<file path="config.mk">
export PLATFORM = sky130hd
export DESIGN_NAME = adc_pingpong_reader
export DESIGN_NICKNAME = d
export VERILOG_FILES = /design/src/rtl/adc_rd_pkg.sv /design/src/rtl/adc_pingpong_reader_skid_fifo.sv /design/src/rtl/adc_pingpong_reader.sv
export SDC_FILE = /design/constraint.sdc
export NUM_CORES = 1
export LEC_CHECK = 0
export ABC_AREA = 1
export CAP_MARGIN = 25
export CELL_PAD_IN_SITES_DETAIL_PLACEMENT = 0
export CELL_PAD_IN_SITES_GLOBAL_PLACEMENT = 1
export CORE_ASPECT_RATIO = 0.75
export CORE_MARGIN = 2
export CORE_UTILIZATION = 43
export CTS_BUF_LIST = sky130_fd_sc_hd__clkbuf_8
export DETAILED_ROUTE_END_ITERATION = 8
export PLACE_DENSITY_LB_ADDON = 0.1
export SLEW_MARGIN = 20
export SYNTH_ARGS = -nofsm -noshare
export SYNTH_HDL_FRONTEND = slang
export SYNTH_SLANG_ARGS = --single-unit
</file>
<file path="constraint.sdc">
create_clock -name clk -period 7.05 [get_ports clk]
set_input_delay 0.705 -clock clk [delete_from_list [all_inputs] [get_ports clk]]
set_output_delay 0.705 -clock clk [all_outputs]
set_load 0.1 [all_outputs]
</file>
<file path="src/rtl/adc_rd_pkg.sv">
// Shared types and constants for the ping-pong BRAM reader: FSM states,
// half size and the layout of the optional frame header word.
package adc_rd_pkg;

    typedef enum logic [1:0] {
        IDLE  = 2'd0,
        READ  = 2'd1,
        DRAIN = 2'd2,
        IRQ   = 2'd3
    } rd_state_e;

    localparam int unsigned HALF_WORDS = 32768;

    localparam logic [15:0] HDR_TAG     = 16'hADC0;
    localparam int          HDR_TAG_LSB = 48;
    localparam int          HDR_CNT_LSB = 32;
    localparam int          HDR_LEN_LSB = 0;

    function automatic logic [63:0] hdr_word(input logic [15:0] cnt, input logic [31:0] len);
        logic [63:0] w;
        w                      = '0;
        w[HDR_TAG_LSB +: 16]   = HDR_TAG;
        w[HDR_CNT_LSB +: 16]   = cnt;
        w[HDR_LEN_LSB +: 32]   = len;
        return w;
    endfunction

endpackage

</file>
<file path="src/rtl/adc_pingpong_reader_skid_fifo.sv">
// Two-entry FIFO holding {last, data}; absorbs the BRAM read latency when
// the stream consumer stalls. Storage is not reset, only the pointers are.
module adc_skid_fifo #(
    parameter int W = 65
) (
    input  logic         clk,
    input  logic         reset,
    input  logic         push,
    input  logic [W-1:0] din,
    input  logic         pop,
    output logic [W-1:0] dout,
    output logic         empty,
    output logic         full,
    output logic [1:0]   count
);

    logic [W-1:0] mem_q [2];
    logic [W-1:0] mem_d [2];
    logic         wr_ptr_q, wr_ptr_d;
    logic         rd_ptr_q, rd_ptr_d;
    logic [1:0]   count_q, count_d;
    logic         do_push, do_pop;

    always_comb begin
        do_pop   = pop && (count_q != 2'd0);
        // A push into a full FIFO is accepted only when an entry leaves the same cycle.
        do_push  = push && ((count_q != 2'd2) || do_pop);
        mem_d    = mem_q;
        wr_ptr_d = wr_ptr_q;
        rd_ptr_d = rd_ptr_q;
        if (do_push) begin
            mem_d[wr_ptr_q] = din;
            wr_ptr_d        = ~wr_ptr_q;
        end
        if (do_pop) begin
            rd_ptr_d = ~rd_ptr_q;
        end
        count_d = count_q + {1'b0, do_push} - {1'b0, do_pop};
    end

    always_ff @(posedge clk) begin
        mem_q <= mem_d;
    end

    always_ff @(posedge clk or negedge reset) begin
        if (!reset) begin
            wr_ptr_q <= 1'b0;
            rd_ptr_q <= 1'b0;
            count_q  <= 2'd0;
        end else begin
            wr_ptr_q <= wr_ptr_d;
            rd_ptr_q <= rd_ptr_d;
            count_q  <= count_d;
        end
    end

    assign dout  = mem_q[rd_ptr_q];
    assign empty = (count_q == 2'd0);
    assign full  = (count_q == 2'd2);
    assign count = count_q;

endmodule

</file>
<file path="src/rtl/adc_pingpong_reader.sv">
// Reads the completed half of the ADC ping-pong BRAM and streams it out.
// reset is asynchronous active-low. Define ADC_RD_HDR_EN to prefix each frame with a header word.
module adc_pingpong_reader
    import adc_rd_pkg::*;
#(
    parameter int ADDR_W = $clog2(HALF_WORDS) + 1,
    parameter int DATA_W = 64,
    parameter int LEN_W  = 32
) (
    input  logic              clk,
    input  logic              reset,
    input  logic [LEN_W-1:0]  cfg_len,
    input  logic [ADDR_W-1:0] wr_addr,
    output logic [ADDR_W-1:0] rd_addr,
    output logic              rd_en,
    input  logic [DATA_W-1:0] rd_data,
    output logic [DATA_W-1:0] out_data,
    output logic              out_valid,
    input  logic              out_ready,
    output logic              out_last,
    output logic              done_irq,
    output logic              busy,
    output logic              overrun,
    output logic [15:0]       frame_cnt
);

    localparam int               FW       = DATA_W + 1;
    localparam logic [LEN_W-1:0] HALF_LEN = LEN_W'(1) << (ADDR_W - 1);

    rd_state_e         state_q, state_d;
    logic              wr_msb_q, wr_msb_d;
    logic              half_q, half_d;
    logic [LEN_W-1:0]  len_q, len_d;
    logic [ADDR_W-1:0] idx_q, idx_d;
    logic              vld_p1_q, vld_p1_d;
    logic              last_p1_q, last_p1_d;
    logic              overrun_q, overrun_d;
    logic [15:0]       frame_cnt_q, frame_cnt_d;

    logic              launch;
    logic [LEN_W-1:0]  len_launch;
    logic              idx_is_last;
    logic              can_issue;

    logic              fifo_push, fifo_pop, fifo_empty, fifo_full;
    logic [1:0]        fifo_count;
    logic [FW-1:0]     fifo_din, fifo_head;
    logic [FW-1:0]     rd_word, stream_word;
    logic              rd_push, hdr_push, out_fire;

    assign wr_msb_d    = wr_addr[ADDR_W-1];
    assign launch      = (wr_addr[ADDR_W-1] != wr_msb_q) && (cfg_len != '0);
    assign len_launch  = (cfg_len > HALF_LEN) ? HALF_LEN : cfg_len;
    assign idx_is_last = (LEN_W'(idx_q) == (len_q - LEN_W'(1)));
    assign can_issue   = !fifo_full && (({1'b0, fifo_count} + {2'b00, vld_p1_q}) < 3'd2);

    // Stage p1: BRAM data returns; bypass the FIFO when it is empty and the consumer is ready.
    assign rd_word     = {last_p1_q, rd_data};
    assign out_valid   = !fifo_empty || vld_p1_q;
    assign stream_word = fifo_empty ? rd_word : fifo_head;
    assign out_data    = out_valid ? stream_word[DATA_W-1:0] : '0;
    assign out_last    = out_valid && stream_word[DATA_W];
    assign out_fire    = out_valid && out_ready;
    assign fifo_pop    = out_fire && !fifo_empty;
    assign rd_push     = vld_p1_q && !(fifo_empty && out_ready);

`ifdef ADC_RD_HDR_EN
    assign hdr_push = (state_q == IDLE) && launch;
    assign fifo_din = hdr_push ? {1'b0, DATA_W'(hdr_word(frame_cnt_q, 32'(len_launch)))} : rd_word;
`else
    assign hdr_push = 1'b0;
    assign fifo_din = rd_word;
`endif

    assign fifo_push = rd_push || hdr_push;

    adc_skid_fifo #(
        .W (FW)
    ) u_skid (
        .clk   (clk),
        .reset (reset),
        .push  (fifo_push),
        .din   (fifo_din),
        .pop   (fifo_pop),
        .dout  (fifo_head),
        .empty (fifo_empty),
        .full  (fifo_full),
        .count (fifo_count)
    );

    always_comb begin
        state_d     = state_q;
        half_d      = half_q;
        len_d       = len_q;
        idx_d       = idx_q;
        frame_cnt_d = frame_cnt_q;
        rd_en       = 1'b0;
        done_irq    = 1'b0;
        unique case (state_q)
            IDLE: begin
                if (launch) begin
                    state_d = READ;
                    half_d  = wr_msb_q;
                    len_d   = len_launch;
                    idx_d   = '0;
                end
            end
            READ: begin
                if (can_issue) begin
                    rd_en = 1'b1;
                    idx_d = idx_q + ADDR_W'(1);
                    if (idx_is_last) begin
                        state_d = DRAIN;
                    end
                end
            end
            DRAIN: begin
                // The tagged word is the newest one, so its acceptance empties the pipeline.
                if (out_fire && out_last) begin
                    state_d = IRQ;
                end
            end
            IRQ: begin
                done_irq    = 1'b1;
                frame_cnt_d = frame_cnt_q + 16'd1;
                state_d     = IDLE;
            end
            default: state_d = IDLE;
        endcase
    end

    assign vld_p1_d  = rd_en;
    assign last_p1_d = rd_en && idx_is_last;
    assign overrun_d = overrun_q || (launch && (state_q != IDLE));

    always_ff @(posedge clk or negedge reset) begin
        if (!reset) begin
            state_q     <= IDLE;
            wr_msb_q    <= 1'b0;
            half_q      <= 1'b0;
            len_q       <= '0;
            idx_q       <= '0;
            vld_p1_q    <= 1'b0;
            last_p1_q   <= 1'b0;
            overrun_q   <= 1'b0;
            frame_cnt_q <= 16'd0;
        end else begin
            state_q     <= state_d;
            wr_msb_q    <= wr_msb_d;
            half_q      <= half_d;
            len_q       <= len_d;
            idx_q       <= idx_d;
            vld_p1_q    <= vld_p1_d;
            last_p1_q   <= last_p1_d;
            overrun_q   <= overrun_d;
            frame_cnt_q <= frame_cnt_d;
        end
    end

    assign rd_addr   = {half_q, idx_q[ADDR_W-2:0]};
    assign busy      = (state_q == READ) || (state_q == DRAIN);
    assign overrun   = overrun_q;
    assign frame_cnt = frame_cnt_q;

endmodule

</file>
==> summary.txt <==
GRT
  • Global-route wire length before repair: 43,800 um
  • GR peak layer: met1
  • Met2 Resource Use GR: 0.298
  • Largest net degree at the start of global routing: 76
  • Vias in the first global route: around 8,200
  • Met1 usage: 0.336
  • Gr usage total: 0.216
  • Initial antenna violation count: 1
  • Met3 Usage GRT: 0.0487
  • Overflow after GRT: 0

Yosys
  • Synth Flop Type: edfxtp_1
  • Yosys warns: 0
  • Synthesis-stage register bit count: 205
  • Mean post-synth cell area: 8.66 um^2
  • Gate Count Post-Synth: 1,216
  • Post-Syn Nets: 1,341
  • Post-synthesis async set-or-reset flop share: 0.366
  • Post-synth EDFFs: 130
  • Sequential share of the synthesized area: 0.549
  • Unique masters post-synth: 37
  • Post-Syn Area: 10,500 um^2

Routing
  • Routed WL: approximately 27,000 um
  • 1st-iter DRT viols: roughly 440
  • Final ANT Viol Nets: 0
  • Residual DRC: 0
  • Vias per inst: 4.90
  • Vias: 8,603
  • Initial DRT Pass Iterations: 5
  • WL/cell: 15.6 um

Worst setup path
  • Cell at the slowest stage of the critical path: clkdlybuf4s50_1
  • Critical R2R Launch: u_skid.count[1]
  • Flop-to-flop setup slack: around 4.2 ns
  • Delay of the slowest critical-path stage: 1.14 ns
  • Type of origin of the critical path: flip-flop
  • Worst path arrival time: about 3.6 ns
  • Worst setup EP type: primary output
  • Worst path cell trace: nor2_1 -> clkinv_2 -> or2_2 -> buf_4 -> o211ai_1 -> inv_1 -> clkdlybuf4s50_1
  • Crit path kind: reg2out
  • Reg2reg end: state_q[1]
  • R2R cell count: 11
  • Critical Path RT: 6.34 ns
  • CP max FO: 67

STA
  • Crit path time final: about 4.3 ns
  • RSZ-0062 raised after global routing: no
  • Pins Over Slew Limit: 0
  • Hold Violations, Final: 0
  • Final setup fails: 0
  • Max Clock Skew: 0.0192 ns
  • Period utilisation layout: 0.613
  • FMAX: approximately 0.23 GHz
  • Least-Margin Pin Slew: 1.09 ns
  • Slew HR: 0.270
  • Setup tns final: 0 ns

Placed design
  • PortBufs: about 200
  • Post-detail-place hpwl: between 15,000 and 20,000 um
  • Placed insts: 1,698
  • Global placement routability congestion: 0.848

Finish
  • Nets@finish: around 1,500
  • Layout cell share with drive strength beyond 1: 0.0534
  • Layout area overhead: 27.4%
  • FILL cells: ~2,300
  • Final non-filler cell total: between 1,500 and 2,000

CTS
  • CTS buffer count: 35
  • CTS Sinks: 205
  • Setup Fix Bufs, Post-CTS: 0
  • Clk slew on worst S/H paths: 0.05 ns
  • Worst-skew pair later-pin latency: 0.53 ns
  • CTS tree: yes
  • Resized Gates After CTS: 0
  • Max clock buf depth: 3
  • # hold bufs at CTS: 0
  • H-tree lvl count: 2
  • Clk root buf: clkbuf_8

Floorplanning
  • Starting Density: 0.438
  • IO Count: between 200 and 250
  • Chip width: 185 um
  • FP Rows: 49
  • DIE HEIGHT: 140 um
  • Die area: 25,800 um^2
  • Core Area: 24,000 um^2

Run status
  • Status: complete, no violations

Min path
  • Hold/Removal Path Class: in2async

Job
  • Max cap viols: 0
-- cell usage after synthesis (2+ instances only) --
cell / count / share of area
edfxtp_1: 130 / 0.37
nand4_1: 7 / 0.0042
o21ai_0: 20 / 0.0095
o31ai_1: 2 / 0.0014
ha_1: 10 / 0.012
dfrtp_1: 75 / 0.18
nand2_2: 4 / 0.0024
o21a_1: 2 / 0.0014
clkbuf_1: 32 / 0.011
nor2_4: 3 / 0.0032
nor3_1: 17 / 0.0081
xor2_1: 23 / 0.019
nand3b_1: 6 / 0.0043
inv_1: 167 / 0.059
o211ai_1: 65 / 0.046
a21oi_1: 12 / 0.0057
buf_1: 8 / 0.0029
buf_4: 16 / 0.011
nor4_1: 3 / 0.0018
o21ai_2: 2 / 0.0017
nor2_1: 113 / 0.040
xnor2_1: 12 / 0.010
nand3_1: 129 / 0.061
nand2_1: 335 / 0.12
nor2_2: 4 / 0.0024
a211oi_1: 2 / 0.0014
o21ai_1: 5 / 0.0024
or2_2: 3 / 0.0018
-- per-layer routing --
layer / share of wire / up-vias
met5: 0 / -
met4: 0.021 / 0
met3: 0.067 / 37
met2: 0.40 / 222
met1: 0.51 / 3989
li1: - / 4355
-- final cells by class --
| cell class | instances | area, um^2 | area share |
|---|---|---|---|
| sequential | 205 | 5780 | 0.431 |
| multi-input combinational | 785 | 3860 | 0.287 |
| timing repair buffer | 209 | 2090 | 0.155 |
| inverter | 168 | 632 | 0.0471 |
| clock buffer | 40 | 551 | 0.0410 |
| tap | 331 | 414 | 0.0309 |
| clock inverter | 17 | 98.8 | 0.00736 |
| antenna | 1 | 2.50 | 0.000186 |
-- cells by family after synthesis --
logic type      Yosys count  synth area share
compound gates          112            0.0714
xor+xnor                 35            0.0291
fa+ha+maj                10            0.0119
buf+inv                 226            0.0870
flops                   205             0.549
simple gates            628             0.252
-- how the worst max path moves through the flow --
stage | startpoint | endpoint | depth (start not counted)
5_1_grt | u_skid.count[1] | out_last | 7
4_1_cts | u_skid.count[1] | out_data[3] | 7
3_5_place_dp | cfg_len[0] | idx_q[10] | 13
6_report | u_skid.count[1] | out_data[20] | 7
2_1_floorplan | out_ready | u_skid.mem_q[0] | 6
3_3_place_gp | u_skid.count[1] | out_last | 7
-- critical path: cells and delay by family, from the launching register on --
family	cells	cell delay, ns
buffers and inverters	4	2.15
DFF	1	0.41
and+or+nand+nor	2	0.27
AOI/OAI and AO/OA	1	0.19
-- registers in the layout (all words and copies together), names as in the netlist, 2 cells and up --
name          count
frame_cnt        16
len_q            32
u_skid.mem_q    130
idx_q            16
state_q           2
u_skid.count      2
-- stage by stage --
step	cell area [um^2]	hold WS, ns	setup WS, ns	utilization
3_3_place_gp	12700	0.458	2.55	0.530
3_5_place_dp	12800	0.462	3.21	0.531
5_1_grt	13400	0.268	2.47	0.559
2_1_floorplan	10500	0.409	2.73	-
6_report	13400	0.224	2.73	0.559
4_1_cts	13400	0.370	2.66	0.558
-- layout by cell type (no fill, tap or decap), types with 2 or more instances in the layout --
cell type and n:
a211oi_1 2, xnor2_1 12, inv_1 178, nand3b_1 6
dfrtp_1 74, nand2_1 335, o211ai_1 65, nor2_2 4
nand4_1 7, inv_2 2, nand2_2 4, o21a_1 2
buf_4 7, xor2_1 23, ha_1 10, clkdlybuf4s50_1 200
nor2_4 5, a21oi_1 12, o21ai_2 3, clkbuf_8 40
nor2_1 111, nand3_1 129, edfxtp_1 130, nor4_1 3
o21ai_1 4, o21ai_0 20, o31ai_1 2, or2_2 3
nor3_1 17
Power is not shown: default switching activity piles up to over one toggle a cycle in this logic, so the estimate is an artifact.
